**src/rtl/simple_mips_ifetch.sv**
```systemverilog
// simple_mips_ifetch: instruction prefetch stage for the simple_mips core.
//
// Issues in-order word fetches over a req/gnt/rvalid memory handshake,
// buffers returned words together with their PCs in a DEPTH-entry FIFO and
// hands them to decode over inst_valid/inst_ready. A redirect pulse flushes
// the FIFO, restarts fetch at redirect_pc and discards in-flight responses.
//
// Parameters:
//   DEPTH     FIFO entries; also caps buffered + outstanding fetches (pow2, >= 2)
//   RESET_PC  fetch address after reset
//
// Ports:
//   clk, reset                 clock; synchronous active-low reset
//   imem_req/imem_addr         fetch request and word-aligned address
//   imem_gnt                   request accepted this cycle
//   imem_rvalid/imem_rdata     in-order read response
//   redirect/redirect_pc       one-cycle restart pulse and target
//   inst_valid/inst_ready      decode handshake
//   inst/inst_pc               instruction word at FIFO head and its PC
//   perf_starve/perf_flush     saturating counters, present only when
//                              SIMPLE_MIPS_IFETCH_PERF_EN is defined
module simple_mips_ifetch #(
    parameter int unsigned DEPTH    = 4,
    parameter logic [31:0] RESET_PC = 32'h0010_0000
) (
    input  logic        clk,
    input  logic        reset,
    output logic        imem_req,
    output logic [31:0] imem_addr,
    input  logic        imem_gnt,
    input  logic        imem_rvalid,
    input  logic [31:0] imem_rdata,
    input  logic        redirect,
    input  logic [31:0] redirect_pc,
    output logic        inst_valid,
    input  logic        inst_ready,
    output logic [31:0] inst,
    output logic [31:0] inst_pc
`ifdef SIMPLE_MIPS_IFETCH_PERF_EN
    ,
    output logic [31:0] perf_starve,
    output logic [31:0] perf_flush
`endif
);

    localparam int unsigned AW = $clog2(DEPTH);
    localparam int unsigned CW = $clog2(DEPTH) + 1;

    logic [31:0]   fetch_pc;
    logic [31:0]   resp_pc;
    logic [CW-1:0] count;
    logic [CW-1:0] pending;
    logic [CW-1:0] drop_cnt;
    logic [AW-1:0] wr_ptr;
    logic [AW-1:0] rd_ptr;
    logic [31:0]   mem_inst [DEPTH];
    logic [31:0]   mem_pc   [DEPTH];

    logic [CW:0]   in_use;
    logic          grant;
    logic          rsp;
    logic          push;
    logic          pop;

    always_comb begin
        // Credit covers both buffered and outstanding words, so every
        // response is guaranteed a FIFO slot when it arrives.
        in_use     = {1'b0, count} + {1'b0, pending};
        imem_req   = reset & ~redirect & (in_use < (CW+1)'(DEPTH));
        imem_addr  = fetch_pc;
        grant      = imem_req & imem_gnt;
        // A response with nothing outstanding is a protocol error; ignore it.
        rsp        = imem_rvalid & (pending != '0);
        push       = rsp & ~redirect & (drop_cnt == '0);
        inst_valid = (count != '0) & ~redirect;
        pop        = inst_valid & inst_ready;
        inst       = mem_inst[rd_ptr];
        inst_pc    = mem_pc[rd_ptr];
    end

    always_ff @(posedge clk) begin
        if (!reset) begin
            fetch_pc <= RESET_PC;
            resp_pc  <= RESET_PC;
            count    <= '0;
            pending  <= '0;
            drop_cnt <= '0;
            wr_ptr   <= '0;
            rd_ptr   <= '0;
            for (int unsigned i = 0; i < DEPTH; i++) begin
                mem_inst[i] <= '0;
                mem_pc[i]   <= '0;
            end
        end else begin
            pending <= pending + CW'(grant) - CW'(rsp);
            if (redirect) begin
                fetch_pc <= {redirect_pc[31:2], 2'b00};
                resp_pc  <= {redirect_pc[31:2], 2'b00};
                // Everything still outstanding after this cycle belongs to the
                // old stream; this already subsumes any earlier drop count.
                drop_cnt <= pending - CW'(rsp);
                count    <= '0;
                wr_ptr   <= '0;
                rd_ptr   <= '0;
            end else begin
                if (grant)
                    fetch_pc <= fetch_pc + 32'd4;
                if (rsp) begin
                    if (drop_cnt != '0)
                        drop_cnt <= drop_cnt - CW'(1);
                    else
                        resp_pc <= resp_pc + 32'd4;
                end
                if (push) begin
                    mem_inst[wr_ptr] <= imem_rdata;
                    mem_pc[wr_ptr]   <= resp_pc;
                    wr_ptr           <= wr_ptr + AW'(1);
                end
                if (pop)
                    rd_ptr <= rd_ptr + AW'(1);
                if (push & ~pop)
                    count <= count + CW'(1);
                else if (pop & ~push)
                    count <= count - CW'(1);
            end
        end
    end

`ifdef SIMPLE_MIPS_IFETCH_PERF_EN
    always_ff @(posedge clk) begin
        if (!reset) begin
            perf_starve <= '0;
            perf_flush  <= '0;
        end else begin
            if (inst_ready & ~inst_valid & (perf_starve != '1))
                perf_starve <= perf_starve + 32'd1;
            if (redirect & (perf_flush != '1))
                perf_flush <= perf_flush + 32'd1;
        end
    end
`endif

    a_rvalid_outstanding: assert property (
        @(posedge clk) disable iff (!reset) imem_rvalid |-> (pending != '0)
    ) else $error("imem_rvalid with no outstanding fetch");

    a_no_overflow: assert property (
        @(posedge clk) disable iff (!reset) push |-> (count < CW'(DEPTH))
    ) else $error("FIFO push while full");

endmodule

```
**config.mk**
```make
export PLATFORM = sky130hd
export DESIGN_NAME = simple_mips_ifetch
export DESIGN_NICKNAME = d
export VERILOG_FILES = /design/src/rtl/simple_mips_ifetch.sv
export SDC_FILE = /design/constraint.sdc
export NUM_CORES = 1
export LEC_CHECK = 0
export CAP_MARGIN = 40
export CORE_MARGIN = 2
export CORE_UTILIZATION = 50
export CTS_BUF_LIST = sky130_fd_sc_hd__clkbuf_16
export CTS_CLUSTER_DIAMETER = 200
export CTS_CLUSTER_SIZE = 14
export DETAILED_ROUTE_END_ITERATION = 7
export GPL_TIMING_DRIVEN = 0
export PLACE_DENSITY_LB_ADDON = 0.05
export SYNTH_ARGS = -nofsm -noshare
export SYNTH_HDL_FRONTEND = slang
export SYNTH_SLANG_ARGS = --single-unit
```
**constraint.sdc**
```tcl
create_clock -name clk -period 15.59 [get_ports clk]
set_clock_uncertainty 0.15 [all_clocks]
set_input_delay 2.3385 -clock clk [delete_from_list [all_inputs] [get_ports clk]]
set_output_delay 2.3385 -clock clk [all_outputs]
set_load 0.02 [all_outputs]
```
[After elaboration in Yosys (flattened, before gate mapping)]
Memory sizes are Yosys's and may differ from the RTL's. A register that Yosys moved wholly into a read port is not among the register bits.
Index checks and enable logic that the tools add are counted.
Cells by class
  bitwise operators: 15
  $add $sub $neg: 11
  muxes and demuxes: 25
  magnitude comparators: 1
  reductions and logical operators: 14
  equality and inequality tests: 1
Operators by type and width (number)
  32-bit two-way mux: 7
  32-bit by 3-bit adder with 32-bit output, second input constant: 2
  32-bit OR reduction: 2
  3-bit two-way mux: 5
  2-bit two-way mux: 6
  1-bit AND: 10
  3-bit nonzero test: 3
  2-bit nonzero test: 4
  1-bit two-way mux: 7
  2-bit AND reduction: 3
  3-bit by 1-bit subtractor with 3-bit output: 2
  3-bit by 1-bit subtractor with 3-bit output, second input constant: 2
  1-bit inverter: 5
  2-bit by 1-bit adder with 2-bit output, second input constant: 2
  3-bit by 3-bit adder with 4-bit output: 1
  4-bit by 3-bit less-than comparator with 1-bit output, second input constant: 1
  3-bit by 1-bit adder with 3-bit output: 1
  3-bit by 1-bit adder with 3-bit output, second input constant: 1
  3-bit zero test: 1
  2-bit inequality test, second input constant: 1
  2-bit OR reduction: 1
Storage, ports and cells
  flip-flop bits (word level): 77
  output and inout bits: 98
  word-level logic and storage cells: 78
  memories kept: 2
  input port bits: 70
  RAM bits: 256
Memories
  mem_inst: words 4, bits a word 32, read ports 1, clocked after memory_dff 1, wr ports 4, RTL line 56  | logic [31:0] mem_inst [DEPTH];
  mem_pc: words 4, bits a word 32, read ports 1, clocked after memory_dff 1, wr ports 4, RTL line 57  | logic [31:0] mem_pc [DEPTH];

[Longest topological paths before layout]
Gate-level depths: netlist (run 1).
  depth after elaboration: 10
  gate-level depth with buffers: 14
  gate-level depth less buffers: 12

[Least setup slack after synthesis (run 1)]
OpenSTA, ideal clock, no wires.
  path type: input to register
  from: input redirect
  to: memory mem_inst[1][0], enable pin
  setup slack: 7.533 ns
  library setup time: 0.574 ns
  arrival: 7.333 ns
  buffers on the path: 2
  required time: 14.866 ns
  stages: 3
  path through: buf_2 -> clkbuf_1 -> o31ai_1
RTL lines
  start: declaration: RTL line 33  | input logic redirect,
  end: declaration: RTL line 56

[Worst setup path after layout (run 1)]
  from: input reset
  to: output imem_req
Between the ends
  longest elaborated chain between the ends: 2
RTL lines
  start: declaration: RTL line 27  | input logic reset,
  1-bit AND (2 in a row): RTL line 69  | imem_req = reset & ~redirect & (in_use < (CW+1)'(DEPTH));
  end: declaration: RTL line 28  | output logic imem_req,
No other way between the ends.

==> results of run 1 <==
## through the flow
stage,utilization [%],hold WS (ns)
2_1_floorplan,-,0.326
3_3_place_gp,58.2,0.350
3_5_place_dp,58.9,0.360
4_1_cts,61.6,0.383
5_1_grt,61.6,0.408
6_report,61.6,0.373
## cell usage after synthesis (all sizes together) (3+ instances only)
| master | count | area [µm²] |
|---|---|---|
| a21oi | 47 | 235 |
| a31oi | 10 | 62.6 |
| and2 | 241 | 1510 |
| and4 | 7 | 63.8 |
| buf | 25 | 168 |
| clkbuf | 52 | 205 |
| dfxtp | 75 | 1500 |
| edfxtp | 248 | 7450 |
| ha | 11 | 138 |
| inv | 18 | 67.6 |
| mux4 | 62 | 1400 |
| nand2 | 35 | 131 |
| nand2b | 4 | 27.5 |
| nand3 | 26 | 130 |
| nand4 | 18 | 128 |
| nor2 | 31 | 116 |
| nor3 | 15 | 85.1 |
| nor3b | 4 | 35.0 |
| nor4 | 23 | 150 |
| o21ai | 38 | 190 |
| o31ai | 3 | 22.5 |
| or3 | 10 | 70.1 |
| or4 | 3 | 26.3 |
| xnor2 | 38 | 333 |
| xor2 | 17 | 149 |
## cells by family (layout without fill, tap and decap cells)
| kind of cell | Yosys count | count (layout) | synth area share [%] |
|---|---|---|---|
| AO/OA/AOI/OAI | 110 | 110 | 4.19 |
| other | 1 | 4 | 0.0256 |
| adder cells (fa/ha/maj) | 13 | 13 | 1.21 |
| flip-flops | 323 | 323 | 61.0 |
| multiplexers | 65 | 65 | 9.75 |
| XOR/XNOR | 55 | 55 | 3.29 |
| buffers and inverters | 96 | 314 | 3.03 |
| AND/OR/NAND/NOR | 427 | 427 | 17.5 |
## sequential cells by signal, indices dropped and copies added, names as in the netlist, named ones only
signal and cells:
count 3, imem_addr 30, mem_inst 128, resp_pc 30
drop_cnt 3, rd_ptr 2, pending 3, wr_ptr 2
mem_pc 120
## how the worst max path moves through the flow
| stage | startpoint | slack, ns | endpoint |
|---|---|---|---|
| global placement | imem_rvalid | 3.35 | mem_inst[1][7] |
| detailed placement | reset | 9.32 | imem_req |
| floorplan | redirect | 7.53 | mem_inst[1][0] |
| global route | reset | 9.26 | imem_req |
| CTS | reset | 9.31 | imem_req |
| finish | reset | 9.31 | imem_req |
## cell type report
cell class / instances / share of cell area, %
repair buffers: 169 / 9.97
multi-input cells: 674 / 30.0
plain buffers: 77 / 2.10
flip-flops and latches: 323 / 50.5
clock inverters: 22 / 0.565
well taps: 384 / 2.71
inverters: 19 / 0.402
clock buffers: 27 / 3.81
## worst max-delay path, cell delays in order
cell and delay, ns:
buf_2 0.28, nor4b_2 0.35, and2_1 0.21, clkdlybuf4s50_1 0.61
## routing by layer
layer / vias up / track usage [%]
li1: 4382 / -
met5: - / 0
met2: 300 / 37.0
met3: 33 / 2.87
met4: 0 / 5.10
met1: 4534 / 30.9
## power groups by stage
stage               Combinational [W]  Sequential, W  Clock, W
global placement             0.000274        0.00104         0
detailed placement           0.000284        0.00103         0
floorplan                    0.000164        0.00103         0
finish                       0.000281        0.00101  0.000615
CTS                          0.000286        0.00101  0.000627
global route                 0.000308        0.00102  0.000658
==> results by group, run 1 <==
Run status
  – Status: complete, no violations

Clock tree
  – CTS tree: yes
  – Clock Sinks: between 300 and 400
  – Post-CTS setup buffers: 0
  – Worst-skew pair later-pin latency: approximately 0.55 ns
  – Clock transition at path regs: 0.06 ns
  – Max Buffers Root-to-Sink: 3
  – Clock root cell: clkbuf_16
  – Hold_buf cts: 0
  – Num CTS Buffers: 27
  – Resize count post-CTS: 0
  – H-tree levels: 1

Power
  – Pint: 0.00143 W
  – Power Dens Cells: 108 nW/µm²
  – Maximum VDD drop: 0.0832 mV
  – Psw: just under 0.0005 W
  – Clk network pwr share: 32.2%
  – Sw frac: 25.3%
  – LEAKAGE: a little over 6 nW
  – Gate power share: 14.7%
  – Design Power: 0.00191 W
  – Sequential group share of total power: 53.1%

Synthesis
  – Fraction of registers with async set/reset: 0%
  – Ys flop type: edfxtp_1
  – Post-synth EDFFs: 248
  – Mapped Cells: around 1.1k
  – Area of the mapped netlist: about 15000 µm²
  – Count of cell types in the netlist: 63
  – Synth Warn #: 0
  – Avg Synthesized Cell Area: between 10 and 15 µm²
  – Register area share after synthesis: 61.0%
  – #FFs+latches synth: 323

Final layout
  – # nets final: roughly 1.4k
  – Most frequent cells in the layout: edfxtp_1 (248), and2_1 (237), clkdlybuf4s50_1 (159)
  – Most common cell after layout, fill and taps aside: edfxtp_1
  – Ant diodes: 0
  – Finished Cell Area: 17700 µm²
  – Multi-input logic area: ~5300 µm²
  – FF/Latch Area: 8950 µm²
  – Area Overhead vs Synth: 21.0%
  – Fill cell count: 2238
  – Finished Layout Cells: ~1.7k
  – Share of cells above drive strength 1: between 10% and 20%

STA
  – Final setup violation count: 0
  – Setup TNS: 0 ns
  – RSZ-0062 raised after global routing: false
  – Final worst slack: 9.31 ns
  – Slew @ Worst Pin: 0.757 ns
  – Period utilization: 40.3%
  – Final hold violation count: 0
  – Slew headroom: 49.6%
  – Max Slew Vio Count: 0
  – Tmin final: 6.28 ns
  – Fmax: 0.159 GHz

Placement
  – PortBufs: 159
  – Dpl hpwl: between 20 and 25 mm
  – Cell Area, Placed: about 17000 µm²
  – Dpl ws: 9.32 ns
  – Gpl congestion: ~0.86
  – Placed cell count: 1646

Global route
  – First-pass GRT wire length: 52.2 mm
  – Global Route Usage Sum: about 22%
  – Grt total ovfl: 0
  – Initial antenna violation count: 0
  – Largest net degree at the start of global routing: 50
  – Vias in the first global route: slightly above 9k

Floorplanning
  – Std cell rows: between 60 and 70
  – IO Count: 168
  – CORE AREA: 28800 µm²
  – Initial Util: 50.9%
  – Chip Width: 175 µm
  – Die area: just over 30000 µm²
  – Die H: roughly 180 µm

Route
  – DRC: 0
  – Met2 wire len: roughly 16 mm
  – Pre-Repair DR Iteration Count: 5
  – Routed WL: between 30 and 40 mm
  – Number of DRC markers in iteration 0: between 600 and 700
  – Detail Route Antenna Nets: 0
  – Max layer used: met4
  – WL/cell: 19.7 µm
  – Via density per instance: 5.46
  – DR vias: around 9.2k
  – Routed metal-1 wire length: approximately 15 mm
  – Metal3 WL: 1.98 mm

Critical path
  – Critical path class: in -> out
  – R2R Setup Slk: 12.01 ns
  – Worst r2r dst: mem_inst[0][20]
  – Crit path DAT: 3.79 ns
  – Startpoint types: input port
  – Critical Path RT: 13.10 ns
  – Worst reg2reg path depth: 10
  – CP endpoint kind: primary output
  – R2R Path Start: drop_cnt[0]
  – CP max FO: 10

Worst hold path
  – Worst hold stages: 2
  – Hold WC Path Type: reg -> reg
  – Hold Crit Start: count[2]
  – Hold path endpoint: count[2]

Run
  – MaxCap Viol Count: 0
(Power assumes the default switching activity.)
==> run 2: changes to the inputs <==
- clock period: 15.59 -> 6.6 ns (I/O delays scaled with it)
==> results by group, run 2 (synthesized netlist as in run 1, its figures left out) <==
Final layout
  – Most flops, register: mem_inst
  – Most common cell after layout, fill and taps aside: edfxtp_1
  – # nets final: about 1.4k
  – Finished Layout Cells: 1694
  – FF/Latch Area: between 8000 and 9000 µm²
  – Ant diodes: 0
  – Most frequent cells in the layout: edfxtp_1 (248), and2_1 (237), clkdlybuf4s50_1 (159)
  – Share of cells above drive strength 1: 11.1%
  – Area Overhead vs Synth: 20.9%
  – Multi-input logic area: 5310 µm²
  – Max reg flops: 128
  – Fill cell count: 2282
  – Regs by FF count: mem_inst (128), mem_pc (120)

Clock tree
  – Clock root cell: clkbuf_16
  – Clock transition at path regs: 0.07 ns
  – Num CTS Buffers: 27
  – Max Buffers Root-to-Sink: 3
  – Post-CTS setup buffers: 0
  – Resize count post-CTS: 0
  – Worst-skew pair later-pin latency: 0.54 ns
  – Hold_buf cts: 0
  – CTS tree: yes
  – H-tree levels: 1
  – Clock Sinks: 323

Floorplanning
  – Die area: around 31000 µm²
  – IO Count: ~170
  – Std cell rows: 62
  – Initial Util: between 50% and 60%
  – Die H: around 180 µm
  – CORE AREA: around 29000 µm²
  – Chip Width: approximately 180 µm

Power
  – Design Power: 0.00452 W
  – Maximum VDD drop: 0.185 mV
  – LEAKAGE: 6.18 nW
  – Power Dens Cells: 255 nW/µm²

Global route
  – Largest net degree at the start of global routing: 44
  – Initial antenna violation count: 0
  – First-pass GRT wire length: 53.5 mm
  – Vias in the first global route: 9546
  – Grt total ovfl: 0
  – Global Route Usage Sum: 22.5%

Critical path
  – R2R Setup Slk: approximately 2.9 ns
  – R2R Path Start: drop_cnt[0]
  – Startpoint types: flip-flop
  – Critical path class: reg -> out
  – Worst reg2reg path depth: 10
  – Worst r2r dst: mem_inst[0][18]
  – Worst setup path endpoint: inst[18]
  – Critical Path RT: 5.46 ns
  – CP max FO: 8
  – Crit path DAT: 3.08 ns
  – CP endpoint kind: primary output
  – Buf+Inv Stages, Crit Path: 4
  – Crit-path max cell delay: 0.55 ns
  – Crit-path slowest cell: clkdlybuf4s50_1
  – Crit path cell chain: clkbuf_1, buf_1, buf_6, mux4_2, clkdlybuf4s50_1
  – Critical path depth: 5
  – Top Family by Delay on Critical Path: buffers and inverters

Placement
  – PortBufs: between 150 and 200
  – Gpl congestion: 0.841
  – Dpl ws: 2.04 ns
  – Dpl hpwl: 23.2 mm
  – Placed cell count: 1645

STA
  – Final hold violation count: 0
  – Period utilization: 64.0%
  – Slew headroom: 48.3%
  – Final setup violation count: 0
  – Max Slew Vio Count: 0
  – Tmin final: roughly 4.2 ns
  – Final worst slack: roughly 2.4 ns
  – Slew @ Worst Pin: 0.775 ns
  – Setup TNS: 0 ns
  – Fmax: 0.237 GHz
  – RSZ-0062 raised after global routing: false

Route
  – DRC: 0
  – Detail Route Antenna Nets: 0
  – Via density per instance: 5.50
  – DR vias: 9310
  – Pre-Repair DR Iteration Count: 6
  – WL/cell: between 20 and 25 µm
  – Routed WL: 34.2 mm
  – Number of DRC markers in iteration 0: 751

Worst hold path
  – Hold WC Path Type: reg -> reg
  – Hold Crit Start: count[2]

Run status
  – Status: complete, no violations

Run
  – MaxCap Viol Count: 0
run 2: worst min path at each step:
stage               endpoint  depth (start not counted)
finish              count[2]                          2
global route        count[2]                          2
CTS                 count[2]                          2
detailed placement  count[2]                          2
global placement    count[2]                          2
floorplan           count[2]                          2
run 2: cell type report:
cell class / instances / share of cell area [%]
repair buffers: 168 / 9.91
inverters: 19 / 0.402
clock inverters: 22 / 0.565
plain buffers: 77 / 2.10
flip-flops and latches: 323 / 50.5
multi-input cells: 674 / 30.0
clock buffers: 27 / 3.81
well taps: 384 / 2.71
run 2: through the flow:
step / hold slack (ns) / utilization [%] / cell area (µm²)
finish: 0.377 / 61.6 / 17700
global route: 0.431 / 61.6 / 17700
CTS: 0.380 / 61.6 / 17700
detailed placement: 0.369 / 58.9 / 16900
global placement: 0.351 / 58.2 / 16700
floorplan: 0.326 / - / 14700
run 2: worst reg2reg max path, cell delays in order (launching register included):
cell,delay (ns)
dfxtp_1,0.30
inv_1,0.10
ha_1,0.20
nor2b_1,0.21
and3_1,0.17
buf_2,0.17
nand3_1,0.24
nor3_2,0.48
clkbuf_1,0.52
nand2b_4,0.53
buf_16,0.30
run 2: routing by layer:
layer	share of wire (%)	GRT usage, %	vias to the layer above
met5	0	0	-
met4	1.5	4.48	0
met3	5.0	2.52	42
met2	50	39.3	272
met1	44	30.8	4612
li1	-	-	4384
run 2: power breakdown:
group / leakage [nW] / internal, W / switching, W
Clock: 0.451 / 0.000742 / 0.000712
Sequential: 3.18 / 0.00232 / 0.0000802
Combinational: 2.55 / 0.000309 / 0.000357
Total: 6.18 / 0.00337 / 0.00115
